==> src/rtl/wb_stage_if.sv <==
// MEM/WB pipeline-register bundle feeding the writeback stage; combinational, no handshake,
// holds stable while the pipeline is stalled.
interface wb_stage_if;
   logic [31:0] wb_pc;
   logic [31:0] wb_inst;
   logic [31:0] wb_res;
   logic        wb_load;
   logic        wb_al;
   logic        wb_regwen;
   logic        wb_eret;
   logic        wb_cp0ren;
   logic [4:0]  wb_wreg;
   logic [31:0] wb_cp0rdata;
   logic [31:0] wb_hilordata;
   logic [1:0]  wb_hiloren;
   logic [1:0]  wb_hilowen;
   logic [63:0] wb_hilowdata;
   logic [31:0] data_sram_rdata;

   modport master (
      output wb_pc, wb_inst, wb_res, wb_load, wb_al, wb_regwen, wb_eret, wb_cp0ren,
             wb_wreg, wb_cp0rdata, wb_hilordata, wb_hiloren, wb_hilowen, wb_hilowdata,
             data_sram_rdata
   );

   modport slave (
      input  wb_pc, wb_inst, wb_res, wb_load, wb_al, wb_regwen, wb_eret, wb_cp0ren,
             wb_wreg, wb_cp0rdata, wb_hilordata, wb_hiloren, wb_hilowen, wb_hilowdata,
             data_sram_rdata
   );
endinterface

==> src/rtl/wb_stage.sv <==
// MIPS writeback: commits each instruction once (GPR port, HI/LO, retire count, debug trace).
// GPR/debug outputs combinational; HI/LO and retire_cnt visible the cycle after commit; stall-safe.
module wb_stage (
   input  logic        clk,
   input  logic        reset,
   input  logic        stall,
   input  logic        refresh,
   wb_stage_if.slave   wb,
   output logic        rf_wen,
   output logic [4:0]  rf_waddr,
   output logic [31:0] rf_wdata,
   output logic [31:0] hi,
   output logic [31:0] lo,
   output logic        eret_commit,
   output logic [31:0] retire_cnt,
   output logic [31:0] debug_wb_pc,
   output logic [3:0]  debug_wb_rf_wen,
   output logic [4:0]  debug_wb_rf_wnum,
   output logic [31:0] debug_wb_rf_wdata
);

   localparam logic [5:0] OP_LB  = 6'b100000;
   localparam logic [5:0] OP_LH  = 6'b100001;
   localparam logic [5:0] OP_LBU = 6'b100100;
   localparam logic [5:0] OP_LHU = 6'b100101;

   logic        done;
   logic        valid;
   logic        fire;
   logic [7:0]  ld_byte;
   logic [15:0] ld_half;
   logic [31:0] load_data;
   logic        unused_inst;

   assign unused_inst = ^wb.wb_inst[25:0];

   // done remembers that the held instruction already committed during this stall
   assign valid = (wb.wb_pc != 32'd0);
   assign fire  = valid & ~done & ~refresh & ~reset;

   always_comb begin
      ld_byte = wb.data_sram_rdata[7:0];
      case (wb.wb_res[1:0])
         2'd0: ld_byte = wb.data_sram_rdata[7:0];
         2'd1: ld_byte = wb.data_sram_rdata[15:8];
         2'd2: ld_byte = wb.data_sram_rdata[23:16];
         2'd3: ld_byte = wb.data_sram_rdata[31:24];
         default: ld_byte = wb.data_sram_rdata[7:0];
      endcase
      ld_half = wb.wb_res[1] ? wb.data_sram_rdata[31:16] : wb.data_sram_rdata[15:0];
      case (wb.wb_inst[31:26])
         OP_LB:   load_data = {{24{ld_byte[7]}}, ld_byte};
         OP_LBU:  load_data = {24'd0, ld_byte};
         OP_LH:   load_data = {{16{ld_half[15]}}, ld_half};
         OP_LHU:  load_data = {16'd0, ld_half};
         default: load_data = wb.data_sram_rdata;
      endcase
   end

   always_comb begin
      if (wb.wb_load)
         rf_wdata = load_data;
      else if (wb.wb_cp0ren)
         rf_wdata = wb.wb_cp0rdata;
      else if (|wb.wb_hiloren)
         rf_wdata = wb.wb_hilordata;
      else if (wb.wb_al)
         rf_wdata = wb.wb_pc + 32'd8;
      else
         rf_wdata = wb.wb_res;
   end

   assign rf_wen      = fire & wb.wb_regwen & (wb.wb_wreg != 5'd0);
   assign rf_waddr    = wb.wb_wreg;
   assign eret_commit = fire & wb.wb_eret;

   assign debug_wb_pc       = wb.wb_pc;
   assign debug_wb_rf_wen   = {4{rf_wen}};
   assign debug_wb_rf_wnum  = rf_waddr;
   assign debug_wb_rf_wdata = rf_wdata;

   always_ff @(posedge clk) begin
      if (reset) begin
         hi         <= 32'd0;
         lo         <= 32'd0;
         retire_cnt <= 32'd0;
         done       <= 1'b0;
      end else begin
         if (fire) begin
            retire_cnt <= retire_cnt + 32'd1;
            case (wb.wb_hilowen)
               2'b11:   {hi, lo} <= wb.wb_hilowdata;
               2'b10:   hi <= wb.wb_res;
               2'b01:   lo <= wb.wb_res;
               default: ;
            endcase
         end
         done <= stall ? (done | fire) : 1'b0;
      end
   end

endmodule

==> src/flat_wrapper.sv <==
// flat-port wrapper written by rule: the top's interface ports become plain ports
module wb_stage_flat 
  (clk, reset, stall, refresh, rf_wen, rf_waddr, rf_wdata, hi, lo, eret_commit, retire_cnt, debug_wb_pc, debug_wb_rf_wen, debug_wb_rf_wnum, debug_wb_rf_wdata, wb_wb_pc, wb_wb_inst, wb_wb_res, wb_wb_load, wb_wb_al, wb_wb_regwen, wb_wb_eret, wb_wb_cp0ren, wb_wb_wreg, wb_wb_cp0rdata, wb_wb_hilordata, wb_wb_hiloren, wb_wb_hilowen, wb_wb_hilowdata, wb_data_sram_rdata);
  wb_stage_if wb_i ();
  input  logic clk;
  input  logic reset;
  input  logic stall;
  input  logic refresh;
  output logic rf_wen;
  output logic [4:0] rf_waddr;
  output logic [31:0] rf_wdata;
  output logic [31:0] hi;
  output logic [31:0] lo;
  output logic eret_commit;
  output logic [31:0] retire_cnt;
  output logic [31:0] debug_wb_pc;
  output logic [3:0] debug_wb_rf_wen;
  output logic [4:0] debug_wb_rf_wnum;
  output logic [31:0] debug_wb_rf_wdata;
  input wire logic [$bits(wb_i.wb_pc)-1:0] wb_wb_pc;
  input wire logic [$bits(wb_i.wb_inst)-1:0] wb_wb_inst;
  input wire logic [$bits(wb_i.wb_res)-1:0] wb_wb_res;
  input wire logic [$bits(wb_i.wb_load)-1:0] wb_wb_load;
  input wire logic [$bits(wb_i.wb_al)-1:0] wb_wb_al;
  input wire logic [$bits(wb_i.wb_regwen)-1:0] wb_wb_regwen;
  input wire logic [$bits(wb_i.wb_eret)-1:0] wb_wb_eret;
  input wire logic [$bits(wb_i.wb_cp0ren)-1:0] wb_wb_cp0ren;
  input wire logic [$bits(wb_i.wb_wreg)-1:0] wb_wb_wreg;
  input wire logic [$bits(wb_i.wb_cp0rdata)-1:0] wb_wb_cp0rdata;
  input wire logic [$bits(wb_i.wb_hilordata)-1:0] wb_wb_hilordata;
  input wire logic [$bits(wb_i.wb_hiloren)-1:0] wb_wb_hiloren;
  input wire logic [$bits(wb_i.wb_hilowen)-1:0] wb_wb_hilowen;
  input wire logic [$bits(wb_i.wb_hilowdata)-1:0] wb_wb_hilowdata;
  input wire logic [$bits(wb_i.data_sram_rdata)-1:0] wb_data_sram_rdata;
  assign wb_i.wb_pc = wb_wb_pc;
  assign wb_i.wb_inst = wb_wb_inst;
  assign wb_i.wb_res = wb_wb_res;
  assign wb_i.wb_load = wb_wb_load;
  assign wb_i.wb_al = wb_wb_al;
  assign wb_i.wb_regwen = wb_wb_regwen;
  assign wb_i.wb_eret = wb_wb_eret;
  assign wb_i.wb_cp0ren = wb_wb_cp0ren;
  assign wb_i.wb_wreg = wb_wb_wreg;
  assign wb_i.wb_cp0rdata = wb_wb_cp0rdata;
  assign wb_i.wb_hilordata = wb_wb_hilordata;
  assign wb_i.wb_hiloren = wb_wb_hiloren;
  assign wb_i.wb_hilowen = wb_wb_hilowen;
  assign wb_i.wb_hilowdata = wb_wb_hilowdata;
  assign wb_i.data_sram_rdata = wb_data_sram_rdata;
  wb_stage u_core (.clk(clk), .reset(reset), .stall(stall), .refresh(refresh), .wb(wb_i), .rf_wen(rf_wen), .rf_waddr(rf_waddr), .rf_wdata(rf_wdata), .hi(hi), .lo(lo), .eret_commit(eret_commit), .retire_cnt(retire_cnt), .debug_wb_pc(debug_wb_pc), .debug_wb_rf_wen(debug_wb_rf_wen), .debug_wb_rf_wnum(debug_wb_rf_wnum), .debug_wb_rf_wdata(debug_wb_rf_wdata));
endmodule
==> config.mk <==
export PLATFORM = sky130hd
export DESIGN_NAME = wb_stage_flat
export DESIGN_NICKNAME = d
export VERILOG_FILES = /design/src/rtl/wb_stage_if.sv /design/src/rtl/wb_stage.sv /design/src/flat_wrapper.sv
export SDC_FILE = /design/constraint.sdc
export NUM_CORES = 1
export LEC_CHECK = 0
export CAP_MARGIN = 20
export CORE_AREA = 2 2 188 190
export DETAILED_ROUTE_END_ITERATION = 12
export DIE_AREA = 0 0 190 192
export PLACE_DENSITY_LB_ADDON = 0.3
export SYNTH_ARGS = -nofsm -noshare
export SYNTH_HDL_FRONTEND = slang
export SYNTH_SLANG_ARGS = --single-unit
export TNS_END_PERCENT = 30
==> constraint.sdc <==
create_clock -name clk -period 2.6 [get_ports clk]
set_input_delay 0.52 -clock clk [delete_from_list [all_inputs] [get_ports clk]]
set_output_delay 0.52 -clock clk [all_outputs]
set_load 0.05 [all_outputs]
==> results of run 1 <==
## metrics by stage
step	power (uW)	utilization, %	TNS [ns]	worst slack (ns)	area [um2]
after CTS	5950	45.6	-13.09	-0.333	15600
after global placement	4410	42.4	-70.12	-0.865	14500
after global routing	6150	46.2	-17.77	-0.388	15800
final	5920	46.2	-13.25	-0.298	15800
after floorplan	3060	-	-8.10	-0.411	8110
after detailed placement	4420	42.4	-71.58	-0.862	14500
## registers in the layout, summed over array words and instances (netlist names)
signal,flops
u_core.done,1
u_core.retire_cnt,32
u_core.hi,32
u_core.lo,32
## what timing repair did
| action | 4_1_cts | 5_1_grt |
|---|---|---|
| setup buffers | 11 | 7 |
| endpoints found under the setup margin | 70 | 70 |
| gates cloned | 3 | 0 |
| gates resized for setup | 284 | 25 |
| pin swaps | 74 | 23 |
## Yosys cell counts (4+ instances only)
cell type	n	area share [%]
a31oi_1	15	1.2
nor3_1	20	1.3
o211ai_1	11	1.1
o31ai_1	6	0.59
nand4_1	12	0.99
or4_1	8	0.79
a21o_1	4	0.40
nor2b_1	5	0.41
nand3_1	27	1.8
o22ai_1	4	0.33
buf_2	16	1.1
o21a_1	5	0.50
and3_1	4	0.33
a221oi_1	6	0.69
nor4_1	19	1.6
nand2_1	67	3.3
o21ai_0	43	2.8
a211oi_1	80	7.9
buf_4	78	7.7
mux2i_1	72	9.5
clkbuf_1	51	2.5
a21oi_1	43	2.8
dfxtp_1	97	26
o2bb2ai_1	10	1.2
o311ai_0	4	0.46
or3_1	11	0.91
xor2_1	19	2.2
o31a_1	4	0.46
inv_1	21	1.0
o2111ai_1	5	0.58
nor2_1	111	5.5
o221ai_1	5	0.58
nor3b_1	15	1.5
xnor2_1	10	1.2
o211a_1	4	0.53
o21ai_1	5	0.33
o22a_1	7	0.81
## worst reg2reg max path, stage by stage (launching register included)
cell and delay (ns):
dfxtp_1 0.33, or3_4 0.41, buf_4 0.17, nor3_4 0.27, o211ai_1 0.14, buf_4 0.20
or3_1 0.36, a21oi_1 0.16
## metal layers
metal	vias to the layer above	global-route usage, %
met5	-	0
met4	0	7.48
met3	55	4.53
met2	400	40.7
met1	4639	26.9
li1	4638	-
## worst min-delay path by stage
stage / end / slack [ns] / startpoint
floorplan: u_core.done / 0.49 / u_core.done
global placement: u_core.retire_cnt[31] / 0.47 / u_core.retire_cnt[31]
detailed placement: u_core.retire_cnt[31] / 0.49 / u_core.retire_cnt[31]
CTS: u_core.retire_cnt[31] / 0.50 / u_core.retire_cnt[31]
global route: u_core.lo[26] / 0.52 / u_core.lo[26]
finish: u_core.lo[26] / 0.50 / u_core.lo[26]
## logic make-up after synthesis
kind of cell / count (synthesis)
AOI/OAI and AO/OA: 277
xor gates and xnor gates: 29
adders and majority gates: 2
buffers and inverters: 172
DFF: 97
muxes: 73
and+or+nand+nor: 329
## power by group
part           internal, uW  switching, uW  total [uW]
combinational          1360           1610        2970
clock                   756            623        1380
sequential             1540           29.7        1570
## final cells by class
class / instances / area [um2]
fillers: 3260 / 18500
repair buffers: 671 / 7170
multi-input cells: 710 / 5760
flip-flops and latches: 97 / 1940
well taps: 455 / 569
clock buffers: 9 / 225
inverters: 22 / 82.6
clock inverters: 6 / 75.1
diodes: 4 / 10.0
==> reports/qor.yml, run 1 <==
fin_crit_sh_pct: 111
syn_avg_cell_area_um2: 7.74
clk_path_buf_depth: 2
worst_hold_slack_ns: 0.497
setup_ws_ns: -0.298
ios: 482
finalClockSkew_ns: 0.0125
hold_path.class: "reg2reg"
dpl.hpwl_mm: 35.3
postRouteAntennaNets: 0
cts-root-buf: "clkbuf_16"
total_leakage_power_uw: 0.00614
core_area_mm2: 0.0343
slowest_delay_ns: 0.59
startpoint: "wb_wb_pc[16]"
grt_max_degree: 65
final_cell_count_no_fill: 1974
crit_arrival_ns: 2.38
synth-compound-area-share_pct: 25.5
syn_nets: 1255
final_cell_mix: "clkdlybuf4s50_1 (292), buf_4 (190), nor2_1 (108), dfxtp_1 (97), buf_12 (89)"
yosysSeqAreaShare_pct: 25.6
die_x_um: 190
timing.rr.end: "u_core.retire_cnt[26]"
insertion_delay_ns: 0.36
period_minus_slack_ns: 2.90
rr_startpoint: "u_core.done"
cts_buffers: 9
wirelength_met1_mm: 17.2
cts_max_level: 3
via_count: 9732
synth_xor_area_share_pct: 3.35
firstDrtPassIters: 5
r2r_slack_ns: 0.49
cp_num_cells: 9
finalWeightedCongestion: 0.939
antenna_found_initial: 3
critical-path-top-delay-family: "simple AND/OR/NAND/NOR gates"
outcome: "complete, but fails checks"
cp_max_fo: 6
wl_met2_mm: 21.6
vias_per_cell: 4.93
peakVddDrop_mv: 0.287
fp.dieH_um: 192
drt_wl_total_mm: 42.7
hold_viol: 0
wl_per_cell_um: 21.6
numPortBuffers: 455
timing.critical_path.buf_inv: 4
worst_pin_slew_ns: 0.723
slowest_stage: "or4_4"
cp.required_ns: 2.08
cts.clk_slew.worst_paths_ns: 0.06
cts_tree: "done"
critPathCapture: "debug_wb_rf_wdata[26]"
syn_inst: 979
grt_pass1_wl_mm: 62.3
rr_worst_depth: 7
worst_setup_path_end_kind: "output port"
overflow: 0
synthAdderAreaFrac_pct: 0.330
hold_depth: 2
post_synth_instance_area_mm2: 0.00758
areaGrowthSynthToFinish_pct: 109
synth_top_family_by_area: "compound AO/OA/AOI/OAI gates"
drive_gt1_share_pct: 33.9
rsz0062_at_grt: "true"
synth.mux.area_fraction_pct: 9.81
yosys_register_bits: 97
drv_slew: 0
fin_nets: 1787
track_usage_pct: 22.7
ys_async_sr_fraction_pct: 0
post-place-cells: 1939
numClockSinks: 97
top_layer: "met4"
first_iter_violations: 341
failed_checks: "negative setup slack"
slew_headroom_pct: 51.8
maxCapViolations: 0
initial_core_util_pct: 22.1
drc_errors: 0
start_kind: "input port"
rows: 68
synth_edf_count: 0
grt_pass1_vias: 10100
ys_types: 75
cts_hold_buf: 0
die-area_mm2: 0.0365
setup_violations: 70
cp_cell_sequence: "buf_6, nand4_1, buf_6, or4_4, buf_12, o31a_1, o21ai_2, a31oi_4, buf_12"
p_per_area_mw_per_mm2: 374
fmax_ghz: 0.345
crit_type: "in2out"
synthSimpleGateAreaFrac_pct: 22.4
met3_length_mm: 2.75
final_common_cell: "clkdlybuf4s50_1"
synth_warnings: 0
ys.flop_type: "dfxtp_1"
Power figures use the tool's default switching activity.
==> run 2, diff against run 1 <==
--- a/config.mk
+++ b/config.mk
@@ -6,9 +6,9 @@
 export NUM_CORES = 1
 export LEC_CHECK = 0
 export CAP_MARGIN = 20
-export CORE_AREA = 2 2 188 190
+export CORE_AREA = 2 2 187 189
 export DETAILED_ROUTE_END_ITERATION = 12
-export DIE_AREA = 0 0 190 192
+export DIE_AREA = 0 0 189 191
 export PLACE_DENSITY_LB_ADDON = 0.3
 export SYNTH_ARGS = -nofsm -noshare
 export SYNTH_HDL_FRONTEND = slang
==> reports/qor.yml, run 2 (synthesis results as in run 1) <==
outcome: "complete, but fails checks"
failed_checks: "negative setup slack"
crit_arrival_ns: 2.42
critical-path-top-delay-family: "simple AND/OR/NAND/NOR gates"
final_cell_mix: "clkdlybuf4s50_1 (294), buf_4 (208), nor2_1 (108), dfxtp_1 (97), buf_12 (83)"
timing.critical_path.buf_inv: 5
r2r_slack_ns: 0.46
setup_violations: 64
comb_power_share_pct: 51.0
worst_hold_slack_ns: 0.475
peakVddDrop_mv: 0.390
fmax_ghz: 0.341
first_iter_violations: 394
p_switching_uw: 2250
dpl.hpwl_mm: 34.6
grt_pass1_wl_mm: 62.1
p_seq_share_pct: 27.0
antenna_found_initial: 1
slowest_delay_ns: 0.63
cp_max_fo: 6
p_int_uw: 3560
maxCapViolations: 0
p_sw_share_pct: 38.7
cts.clk_slew.worst_paths_ns: 0.07
cp_num_cells: 10
total_leakage_power_uw: 0.00617
fin_area_mm2: 0.0159
p_per_area_mw_per_mm2: 366
timing.rr.end: "u_core.retire_cnt[31]"
dpl_cell_area_mm2: 0.0144
ios: 482
finalClockSkew_ns: 0.00833
drt_wl_total_mm: 42.4
numPortBuffers: 455
post-place-cells: 1933
grt_max_degree: 63
drv_slew: 0
multi_input_area_mm2: 0.00581
overflow: 0
grt_pass1_vias: 9880
rows: 68
areaGrowthSynthToFinish_pct: 110
numClockSinks: 97
firstDrtPassIters: 8
final_common_cell: "clkdlybuf4s50_1"
rr_startpoint: "u_core.done"
vias_per_cell: 4.94
worst_setup_path_end_kind: "output port"
fin_nets: 1801
start_kind: "input port"
crit_type: "in2out"
cts_buffers: 9
hold_path.class: "reg2reg"
cts-root-buf: "clkbuf_16"
fill_cells: 3312
cts_hold_buf: 0
clk_path_buf_depth: 2
final_cell_count_no_fill: 1986
fin_tns_setup_ns: -12.19
cts_max_level: 3
fp.dieH_um: 191
postRouteAntennaNets: 0
cp.required_ns: 2.08
slew_headroom_pct: 50.7
worst_pin_slew_ns: 0.739
die_x_um: 189
finalWeightedCongestion: 0.974
startpoint: "wb_wb_pc[17]"
track_usage_pct: 22.7
rsz0062_at_grt: "true"
cp_cell_sequence: "buf_6, buf_6, buf_12, nand3_4, or4_4, buf_6, o31a_1, o21ai_2, a31oi_4, buf_12"
insertion_delay_ns: 0.34
die-area_mm2: 0.0361
initial_core_util_pct: 22.2
setup_ws_ns: -0.336
core_area_mm2: 0.0341
hold_viol: 0
critPathCapture: "debug_wb_rf_wdata[26]"
rr_worst_depth: 7
slowest_stage: "or4_4"
fin_crit_sh_pct: 113
drive_gt1_share_pct: 34.8
critPathMostFrequentCell: "buf_6"
clock_power_share_pct: 22.0
drc_errors: 0
cts_tree: "done"
via_count: 9801
wl_per_cell_um: 21.3
reg_top3: "u_core.hi (32), u_core.lo (32), u_core.retire_cnt (32)"
seqCellArea_mm2: 0.00194
period_minus_slack_ns: 2.94
run 2: repair_timing:
item	4_1_cts	5_1_grt
gates resized for setup	273	61
setup buffers	19	16
setup endpoints to repair	70	70
gates cloned	4	0
pin swaps	72	41
run 2: through the flow:
step	setup WS, ns	total power [uW]	utilization, %
after CTS	-0.322	5820	45.4
after global placement	-0.914	4380	42.3
final	-0.336	5820	46.6
after detailed placement	-0.900	4390	42.3
after global routing	-0.376	6040	46.6
after floorplan	-0.411	3060	-
run 2: worst min-delay path by stage:
| stage | start | to | cells past startpoint |
|---|---|---|---|
| 4_1_cts | u_core.retire_cnt[31] | u_core.retire_cnt[31] | 2 |
| 6_report | u_core.retire_cnt[31] | u_core.retire_cnt[31] | 2 |
| 3_5_place_dp | u_core.retire_cnt[31] | u_core.retire_cnt[31] | 2 |
| 3_3_place_gp | u_core.retire_cnt[31] | u_core.retire_cnt[31] | 2 |
| 5_1_grt | u_core.retire_cnt[31] | u_core.retire_cnt[31] | 2 |
| 2_1_floorplan | u_core.done | u_core.done | 2 |
run 2: final cells by class:
class                   instances  area share [%]
clock buffers                  11            1.53
diodes                          2          0.0315
repair buffers                683            45.3
well taps                     455            3.58
flip-flops and latches         97            12.2
inverters                      22           0.543
multi-input cells             712            36.6
clock inverters                 4           0.189
run 2: power by group through the flow:
stage | Combinational [uW] | Clock (uW) | Sequential [uW]
5_1_grt | 3090 | 1380 | 1580
3_3_place_gp | 2780 | 0 | 1600
2_1_floorplan | 1270 | 0 | 1790
4_1_cts | 2930 | 1320 | 1570
6_report | 2970 | 1280 | 1570
3_5_place_dp | 2780 | 0 | 1600
run 2: tightest hold or removal path, cell delays in order, from the launching register on:
cell	delay, ns
dfxtp_1	0.32
o31ai_1	0.06
a21oi_1	0.05
run 2: routing by layer:
metal	routed length [um]	global-route usage [%]	up-vias	share of wire [%]
met5	0	0	-	0
met4	1150	6.49	0	2.7
met3	2560	3.93	52	6.0
met2	21400	41.1	403	50
met1	17300	27.4	4674	41
li1	-	-	4672	-
==> run 3, diff against run 2 <==
--- a/config.mk
+++ b/config.mk
@@ -10,6 +10,7 @@
 export DETAILED_ROUTE_END_ITERATION = 12
 export DIE_AREA = 0 0 189 191
 export PLACE_DENSITY_LB_ADDON = 0.3
+export SETUP_SLACK_MARGIN = 0.1
 export SYNTH_ARGS = -nofsm -noshare
 export SYNTH_HDL_FRONTEND = slang
 export SYNTH_SLANG_ARGS = --single-unit
==> reports/qor.yml, run 3 (synthesis results as in run 1) <==
top_layer: "met4"
rr_worst_depth: 7
crit_type: "in2out"
drive_gt1_share_pct: 34.7
failed_checks: "negative setup slack"
insertion_delay_ns: 0.35
cts_tree: "done"
holdPathEnd: "u_core.retire_cnt[31]"
finalPower_uw: 6010
initial_core_util_pct: 22.2
p_per_area_mw_per_mm2: 374
worst_pin_slew_ns: 0.619
track_usage_pct: 22.8
fin_tns_setup_ns: -12.30
hold_viol: 0
fin_crit_sh_pct: 111
worstHoldStart: "u_core.retire_cnt[31]"
fin_nets: 1794
rsz0062_at_grt: "true"
grt_pass1_vias: 9980
critPathMostFrequentCell: "buf_6"
worst_setup_path_end_kind: "output port"
cp_max_fo: 6
postRouteAntennaNets: 0
final_common_cell: "clkdlybuf4s50_1"
finalClockSkew_ns: 0.0104
fmax_ghz: 0.346
wl_met2_mm: 21.4
timing.rr.end: "u_core.retire_cnt[31]"
vias_per_cell: 4.94
drc_errors: 0
rows: 68
clk_path_buf_depth: 2
drv_slew: 0
hold_path.class: "reg2reg"
cts-root-buf: "clkbuf_16"
ios: 482
cp_cell_sequence: "buf_6, nand4_1, buf_6, or4_4, nor4_4, o21ai_2, a221oi_4, buf_12"
slowest_stage: "or4_4"
numClockSinks: 97
met3_length_mm: 2.59
setup_violations: 69
reg_top3: "u_core.hi (32), u_core.lo (32), u_core.retire_cnt (32)"
areaGrowthSynthToFinish_pct: 112
cts.clk_slew.worst_paths_ns: 0.08
slowest_delay_ns: 0.63
first_iter_violations: 499
dpl.hpwl_mm: 35.2
r2r_slack_ns: 0.54
grt_max_degree: 53
total_leakage_power_uw: 0.00619
die_x_um: 189
final_cell_count_no_fill: 1980
firstDrtPassIters: 5
fp.dieH_um: 191
via_count: 9774
core_area_mm2: 0.0341
drt_wl_total_mm: 42.6
overflow: 0
wirelength_met1_mm: 17.3
cts_buffers: 9
worst_hold_slack_ns: 0.483
die-area_mm2: 0.0361
cts_max_level: 3
cp.required_ns: 2.08
hold_depth: 2
peakVddDrop_mv: 0.247
slew_headroom_pct: 58.7
antenna_found_initial: 2
setup_ws_ns: -0.293
final_cell_mix: "clkdlybuf4s50_1 (293), buf_4 (186), nor2_1 (108), buf_12 (97), dfxtp_1 (97)"
crit_arrival_ns: 2.37
outcome: "complete, but fails checks"
post-place-cells: 1937
numPortBuffers: 455
period_minus_slack_ns: 2.89
finalWeightedCongestion: 0.953
grt_pass1_wl_mm: 62.4
wl_per_cell_um: 21.5
rr_startpoint: "u_core.done"
maxCapViolations: 0
start_kind: "input port"
[run 3: cell types whose count changed in the layout (fill, tap and decap cells not counted), sizes merged]
cell | before | now
buf | 368 | 360
bufinv | 0 | 1
clkdlybuf4s15 | 3 | 5
clkdlybuf4s50 | 294 | 293
clkinv | 4 | 2
clkinvlp | 2 | 1
dlygate4sd2 | 13 | 15
dlymetal6s2s | 4 | 3
inv | 20 | 24
nor2 | 113 | 112
or2 | 3 | 2
[run 3: timing repair]
action,in CTS,in global routing
buffers inserted,17,6
endpoints found under the setup margin,152,70
hold buffers,0,0
gates cloned,2,0
pin swaps,75,41
hold endpoints to repair,0,0
resized for setup,277,53
[run 3: worst max-delay path by stage]
stage / startpoint / to / slack (ns) / cells after the start
3_5_place_dp: wb_wb_pc[15] / rf_wdata[21] / -0.96 / 9
2_1_floorplan: wb_wb_pc[5] / rf_wdata[30] / -0.41 / 6
4_1_cts: wb_wb_pc[15] / rf_wdata[22] / -0.32 / 10
6_report: wb_wb_pc[16] / rf_wdata[27] / -0.29 / 8
3_3_place_gp: wb_wb_pc[15] / rf_wdata[21] / -0.97 / 9
5_1_grt: wb_wb_pc[16] / debug_wb_rf_wdata[30] / -0.36 / 8
[run 3: where the power goes]
group          switching (uW)  internal (uW)  leakage, uW  total (uW)
registers                28.6           1540     0.000789        1570
logic                    1640           1390      0.00526        3030
clock network             642            763     0.000147        1410
[run 3: routing by layer]
metal | track usage (%) | vias to the layer above
met2 | 41.4 | 425
met3 | 3.73 | 63
met1 | 27.5 | 4633
li1 | - | 4653
met4 | 6.97 | 0
met5 | 0 | -
[run 3: through the flow]
| stage | util [%] | cell area (um2) | setup slack, ns |
|---|---|---|---|
| detailed placement | 42.9 | 14600 | -0.957 |
| CTS | 46.3 | 15800 | -0.320 |
| finish | 47.1 | 16100 | -0.293 |
| floorplan | - | 8120 | -0.411 |
| global route | 47.1 | 16100 | -0.362 |
| global placement | 42.9 | 14600 | -0.968 |
[run 3: critical path, delay by kind of cell]
kind	cells	cell delay (ns)
AO/OA/AOI/OAI	2	0.48
buffers and inverters	3	0.42
AND/OR/NAND/NOR	3	0.95
[run 3: cell type report]
| type | count | area [um2] |
|---|---|---|
| fill | 3225 | 18100 |
| clock inverter | 6 | 73.8 |
| sequential | 97 | 1940 |
| tap | 455 | 569 |
| timing repair buffer | 678 | 7310 |
| clock buffer | 10 | 229 |
| antenna | 2 | 5.00 |
| multi-input combinational | 710 | 5850 |
| inverter | 22 | 82.6 |
